`config.mk`:
```
export PLATFORM = sky130hd
export DESIGN_NAME = lcd_bus_writer_flat
export DESIGN_NICKNAME = d
export VERILOG_FILES = /design/src/rtl/lcd_bus_writer_if.sv /design/src/rtl/lcd_bus_writer.sv /design/src/flat_wrapper.sv
export SDC_FILE = /design/constraint.sdc
export NUM_CORES = 1
export LEC_CHECK = 0
export ABC_AREA = 1
export CAP_MARGIN = 20
export CORE_MARGIN = 2
export CORE_UTILIZATION = 49
export CTS_CLUSTER_SIZE = 30
export DETAILED_ROUTE_END_ITERATION = 10
export HOLD_SLACK_MARGIN = 0.15
export PLACE_DENSITY = 0.71
export REMOVE_ABC_BUFFERS = 1
export SLEW_MARGIN = 20
export SYNTH_ARGS = -nofsm -noshare
export SYNTH_HDL_FRONTEND = slang
export SYNTH_SLANG_ARGS = --single-unit
```
`constraint.sdc`:
```
create_clock -name clk_i -period 2.64 [get_ports clk_i]
set_input_delay 0.264 -clock clk_i [delete_from_list [all_inputs] [get_ports clk_i]]
set_output_delay 0.264 -clock clk_i [all_outputs]
set_load 0.01 [all_outputs]
```
`src/rtl/lcd_bus_writer_if.sv`:
```
// Upstream byte handshake plus LCD pin bundle for lcd_bus_writer; master = upstream side.
// A byte transfers when valid_i and ready_o are both high at a rising clock edge.
interface lcd_bus_writer_if;
  logic       valid_i;
  logic       rs_i;
  logic [7:0] data_i;
  logic       ready_o;
  logic       lcd_rs_o;
  logic       lcd_rw_o;
  logic       lcd_e_o;
  logic [7:0] lcd_db_o;

  modport master (
    output valid_i, rs_i, data_i,
    input  ready_o, lcd_rs_o, lcd_rw_o, lcd_e_o, lcd_db_o
  );

  modport slave (
    input  valid_i, rs_i, data_i,
    output ready_o, lcd_rs_o, lcd_rw_o, lcd_e_o, lcd_db_o
  );
endinterface

```
`src/rtl/lcd_bus_writer.sv`:
```
// HD44780 write sequencer: busy T_AS+T_PW+T_H+exec cycles per byte (doubled strobe phases with
// LCD_BUS_4BIT_EN); ready only in IDLE, valid while busy is ignored; all outputs registered.
module lcd_bus_writer #(
  parameter int CLK_FREQ    = 125000000,
  parameter int T_AS        = int'((64'(CLK_FREQ) * 64'd40  + 64'd999999999) / 64'd1000000000),
  parameter int T_PW        = int'((64'(CLK_FREQ) * 64'd250 + 64'd999999999) / 64'd1000000000),
  parameter int T_H         = int'((64'(CLK_FREQ) * 64'd20  + 64'd999999999) / 64'd1000000000),
  parameter int T_EXEC      = int'((64'(CLK_FREQ) * 64'd40  + 64'd999999) / 64'd1000000),
  parameter int T_EXEC_LONG = int'((64'(CLK_FREQ) * 64'd164 + 64'd99999) / 64'd100000)
) (
  input logic           clk_i,
  input logic           rst_i,
  lcd_bus_writer_if.slave bus
);

`ifdef LCD_BUS_4BIT_EN
  localparam bit FOUR_BIT = 1'b1;
`else
  localparam bit FOUR_BIT = 1'b0;
`endif

  localparam int M1   = (T_AS > T_PW) ? T_AS : T_PW;
  localparam int M2   = (M1 > T_H) ? M1 : T_H;
  localparam int M3   = (M2 > T_EXEC) ? M2 : T_EXEC;
  localparam int MAXT = (M3 > T_EXEC_LONG) ? M3 : T_EXEC_LONG;
  localparam int CW   = (MAXT > 1) ? $clog2(MAXT) : 1;

  typedef enum logic [2:0] {IDLE, SETUP, PULSE, HOLD, EXEC} state_t;

  state_t        state, state_d;
  logic [CW-1:0] cnt, cnt_d;
  logic          rs_q, rs_d;
  logic [7:0]    dat_q, dat_d;
  logic          nib_q, nib_d;
  logic          ready_q, ready_d;
  logic          e_q, e_d;
  logic          lrs_q;
  logic [7:0]    db_q, db_d;
  logic          is_long;

  // Clear (0x01) and return-home (0x02/0x03) need the long execution wait.
  assign is_long = !rs_q && (dat_q == 8'h01 || dat_q == 8'h02 || dat_q == 8'h03);

  always_comb begin
    state_d = state;
    cnt_d   = cnt;
    rs_d    = rs_q;
    dat_d   = dat_q;
    nib_d   = nib_q;
    case (state)
      IDLE: begin
        if (bus.valid_i && ready_q) begin
          state_d = SETUP;
          cnt_d   = CW'(T_AS - 1);
          rs_d    = bus.rs_i;
          dat_d   = bus.data_i;
          nib_d   = 1'b0;
        end
      end
      SETUP: begin
        if (cnt == '0) begin
          state_d = PULSE;
          cnt_d   = CW'(T_PW - 1);
        end else begin
          cnt_d = cnt - CW'(1);
        end
      end
      PULSE: begin
        if (cnt == '0) begin
          state_d = HOLD;
          cnt_d   = CW'(T_H - 1);
        end else begin
          cnt_d = cnt - CW'(1);
        end
      end
      HOLD: begin
        if (cnt == '0) begin
          if (FOUR_BIT && !nib_q) begin
            state_d = SETUP;
            cnt_d   = CW'(T_AS - 1);
            nib_d   = 1'b1;
          end else begin
            state_d = EXEC;
            cnt_d   = is_long ? CW'(T_EXEC_LONG - 1) : CW'(T_EXEC - 1);
          end
        end else begin
          cnt_d = cnt - CW'(1);
        end
      end
      EXEC: begin
        if (cnt == '0) begin
          state_d = IDLE;
        end else begin
          cnt_d = cnt - CW'(1);
        end
      end
      default: state_d = IDLE;
    endcase

    // Outputs are registered from the next state so pins line up with the state itself.
    ready_d = (state_d == IDLE);
    e_d     = (state_d == PULSE);
    if (FOUR_BIT) begin
      db_d = nib_d ? {dat_d[3:0], 4'h0} : {dat_d[7:4], 4'h0};
    end else begin
      db_d = dat_d;
    end
  end

  always_ff @(posedge clk_i) begin
    if (rst_i) begin
      state   <= IDLE;
      cnt     <= '0;
      rs_q    <= 1'b0;
      dat_q   <= 8'h00;
      nib_q   <= 1'b0;
      ready_q <= 1'b0;
      e_q     <= 1'b0;
      lrs_q   <= 1'b0;
      db_q    <= 8'h00;
    end else begin
      state   <= state_d;
      cnt     <= cnt_d;
      rs_q    <= rs_d;
      dat_q   <= dat_d;
      nib_q   <= nib_d;
      ready_q <= ready_d;
      e_q     <= e_d;
      lrs_q   <= rs_d;
      db_q    <= db_d;
    end
  end

  assign bus.ready_o  = ready_q;
  assign bus.lcd_e_o  = e_q;
  assign bus.lcd_rs_o = lrs_q;
  assign bus.lcd_db_o = db_q;
  assign bus.lcd_rw_o = 1'b0;

endmodule
```
`src/flat_wrapper.sv`:
```
// flat-port wrapper written by rule: the top's interface ports become plain ports
module lcd_bus_writer_flat 
#(
  parameter int CLK_FREQ    = 125000000,
  parameter int T_AS        = int'((64'(CLK_FREQ) * 64'd40  + 64'd999999999) / 64'd1000000000),
  parameter int T_PW        = int'((64'(CLK_FREQ) * 64'd250 + 64'd999999999) / 64'd1000000000),
  parameter int T_H         = int'((64'(CLK_FREQ) * 64'd20  + 64'd999999999) / 64'd1000000000),
  parameter int T_EXEC      = int'((64'(CLK_FREQ) * 64'd40  + 64'd999999) / 64'd1000000),
  parameter int T_EXEC_LONG = int'((64'(CLK_FREQ) * 64'd164 + 64'd99999) / 64'd100000)
)
  (clk_i, rst_i, bus_valid_i, bus_rs_i, bus_data_i, bus_ready_o, bus_lcd_rs_o, bus_lcd_rw_o, bus_lcd_e_o, bus_lcd_db_o);
  lcd_bus_writer_if bus_i ();
  input logic clk_i;
  input logic rst_i;
  input wire logic [$bits(bus_i.valid_i)-1:0] bus_valid_i;
  input wire logic [$bits(bus_i.rs_i)-1:0] bus_rs_i;
  input wire logic [$bits(bus_i.data_i)-1:0] bus_data_i;
  output wire logic [$bits(bus_i.ready_o)-1:0] bus_ready_o;
  output wire logic [$bits(bus_i.lcd_rs_o)-1:0] bus_lcd_rs_o;
  output wire logic [$bits(bus_i.lcd_rw_o)-1:0] bus_lcd_rw_o;
  output wire logic [$bits(bus_i.lcd_e_o)-1:0] bus_lcd_e_o;
  output wire logic [$bits(bus_i.lcd_db_o)-1:0] bus_lcd_db_o;
  assign bus_i.valid_i = bus_valid_i;
  assign bus_i.rs_i = bus_rs_i;
  assign bus_i.data_i = bus_data_i;
  assign bus_ready_o = bus_i.ready_o;
  assign bus_lcd_rs_o = bus_i.lcd_rs_o;
  assign bus_lcd_rw_o = bus_i.lcd_rw_o;
  assign bus_lcd_e_o = bus_i.lcd_e_o;
  assign bus_lcd_db_o = bus_i.lcd_db_o;
  lcd_bus_writer #(.CLK_FREQ(CLK_FREQ), .T_AS(T_AS), .T_PW(T_PW), .T_H(T_H), .T_EXEC(T_EXEC), .T_EXEC_LONG(T_EXEC_LONG)) u_core (.clk_i(clk_i), .rst_i(rst_i), .bus(bus_i));
endmodule
```
==> flow_summary.yaml <==
yosys:
  synth_compound_area_share_pct: 11.4
  yosys_most_used_dff: "dfxtp_1"
  avgSynthCellArea_um2: 6.71
  synthMuxAreaShare_pct: 0
  async_flop_share_pct: 0
  synth-edff-count: 0
  synth_xor_area_share_pct: 2.05
  synthAdderAreaFrac_pct: 1.17
  synth-simple-area-share_pct: 46.9
  synth_top_family_by_area: "simple AND/OR/NAND/NOR gates"
  yosysWarnings: 0
  synthCells: 318
  yosysSeqAreaShare_pct: 30.0
  synth-seq-cells: 32
  synth.distinct_cells: 38
  syn_area_mm2: 0.00213
place:
  post-dp-hpwl_um: 3900
  post-place-ws_ps: 769
  port_buffers: 22
  gp_congestion: 0.924
final_layout:
  area_delta_synth_final_pct: 16.6
  multi_input_area_mm2: 0.00132
  ff_latch_area_um2: 641
  final_nets: 354
  mostFrequentLayoutCell: "nand2_1"
  diodes: 0
  fillers: 428
  drive_gt1_share_pct: 15.5
  mostFrequentLayoutCells: "nand2_1, nor2_1, nand3_1, dfxtp_1"
run:
  cap_viol_max_count: 0
clock_tree:
  cts_tree: "built"
  postCtsSetupRepairBufs: 0
  clk_pin_slew_ps: 70
  cts_resized: 0
  cts_max_level: 2
  cts.sinks: 32
  insertion_delay_ps: 290
  clockBufferDepth: 2
  root_buffer: "clkbuf_8"
  hold_buffers: 0
  numCtsBuffers: 5
global_routing:
  antenna_found_initial: 0
  use_met2_pct: 34.1
  grt_use_total_pct: 21.8
  grt_pass1_wl_um: 8550
  use_met3_pct: 4.18
  overflow: 0
  grt_busiest_layer: "met2"
  use_met1_pct: 30.0
  grt_max_degree: 26
  first_global_vias: 1851
critical_path:
  rrSetupSlack_ps: 710
  ff2ff_path_depth: 10
  worstPathArrival_ps: 2150
  crit_type: "flop to flop"
  crit_path_end: "u_core.cnt[14]$_SDFFE_PP0P_"
  start_kind: "flop"
  worstPathRequired_ps: 2860
  startpoint: "u_core.cnt[0]$_SDFFE_PP0P_"
  end_kind: "flop"
  r2r_start: "u_core.cnt[0]$_SDFFE_PP0P_"
  regToRegEndpoint: "u_core.cnt[14]$_SDFFE_PP0P_"
  cp_max_fo: 25
floorplan:
  fp.dieW_um: 70
  die_h_um: 70
  design.core.area_mm2: 0.00426
  dieArea_mm2: 0.00490
  initial_core_util_pct: 50.1
  io_pins: 24
  core.rowCount: 24
outcome:
  outcome: "completed"
sta:
  skew_ps: 3.41
  max_freq_mhz: 517
  min_period_over_period_pct: 73.2
  rsz0062_at_grt: "no"
  maxSlewViolCount: 0
  layout_min_cycle_time_ps: 1930
  tns_ps: 0
  worst_slack_ps: 707
  hold_violations: 0
  setup-violations-final: 0
routing:
  vias_per_cell: 5.25
  drt_wl_total_um: 5120
  dr.pass1.iters: 4
  drt_iter0_drc: 110
  drc_errors: 0
  wl_per_cell_um: 13.0
  ant_nets: 0
  dr_total_vias: 2062
worst_hold_path:
  hold_path_class: "flop to flop"
## cells by family (layout without fill, tap and decap cells)
group | count (synthesis) | in the layout
adder cells (fa/ha/maj) | 2 | 2
AND/OR/NAND/NOR | 194 | 194
AO/OA/AOI/OAI | 44 | 44
XOR/XNOR | 5 | 5
flip-flops | 32 | 32
other | 1 | 1
buffers and inverters | 40 | 63
## critical path: stages (launching register included)
cell     delay [ps]
dfxtp_1         320
inv_1           160
ha_1            240
nand3_2         140
nor2_8          160
nand2_4          80
nand2_4         150
nand2_4         200
nand2_2         110
nand2_2          90
nor3b_2         200
## state kept, by name (all words and copies together), names as in the netlist
name / cells
u_core.bus.ready_o: 1
u_core.state: 3
u_core.bus.lcd_db_o: 8
u_core.bus.lcd_e_o: 1
u_core.rs_q: 1
u_core.cnt: 18
## cell usage after synthesis, types with 2 or more instances
cell      instances  area, µm²
nand2_4           3       33.8
xnor2_1           4       35.0
inv_2             8       30.0
nor2_4            7       78.8
nor3b_2           2       25.0
nand3b_1          2       15.0
ha_1              2       25.0
nand4_1           5       31.3
dfxtp_1          32        641
buf_2             3       15.0
nand3_4           2       35.0
o21ai_0          14       70.1
a21oi_2           2       17.5
o211ai_1          2       15.0
nor2_1           38        143
nor3_1            3       15.0
nand3_1          36        180
clkbuf_1          3       11.3
nand2_2           4       25.0
buf_4             2       15.0
nor2_2            7       43.8
o21ai_2           2       17.5
a21oi_1          20        100
inv_1            22       82.6
o21ai_1           3       15.0
and3_1            2       12.5
buf_6             2       22.5
nand2_1          75        282
or2_1             2       12.5
## per-stage QoR
step	cell area, µm²	std cells	util, %	hold WS [ps]
final	2490	393	58.4	474
after detailed placement	2380	385	55.8	468
after global placement	2380	385	55.8	464
after global routing	2490	393	58.4	497
after CTS	2490	393	58.4	476
after floorplan	2070	308	-	333
## how the worst min path moves through the flow
stage,from,endpoint,cells past startpoint
after floorplan,rst_i,u_core.cnt[0]$_SDFFE_PP0P_,1
after global placement,u_core.bus.lcd_db_o[3]$_SDFFE_PP0P_,u_core.bus.lcd_db_o[3]$_SDFFE_PP0P_,2
after detailed placement,u_core.bus.lcd_db_o[6]$_SDFFE_PP0P_,u_core.bus.lcd_db_o[6]$_SDFFE_PP0P_,2
after global routing,u_core.bus.lcd_db_o[7]$_SDFFE_PP0P_,u_core.bus.lcd_db_o[7]$_SDFFE_PP0P_,2
final,u_core.bus.lcd_db_o[7]$_SDFFE_PP0P_,u_core.bus.lcd_db_o[7]$_SDFFE_PP0P_,2
after CTS,u_core.bus.lcd_db_o[6]$_SDFFE_PP0P_,u_core.bus.lcd_db_o[6]$_SDFFE_PP0P_,2
## metal layers
metal	part of all wire, %	wire, µm	vias up
li1	-	-	1080
met1	49	2520	922
met2	45	2280	54
met3	5.2	266	6
met4	1.0	53	0
met5	0	0	-
## layout make-up
cell class,instances,area share (%)
Tap cell,52,2.61
Inverter,30,4.52
Multi-Input combinational cell,246,52.9
Clock buffer,5,2.76
Clock inverter,3,1.71
Timing Repair Buffer,25,9.75
Sequential cell,32,25.7
Power is left out: the tool's default activity adds up to more than one toggle a clock period on the data nets, which glitch-free logic cannot reach.
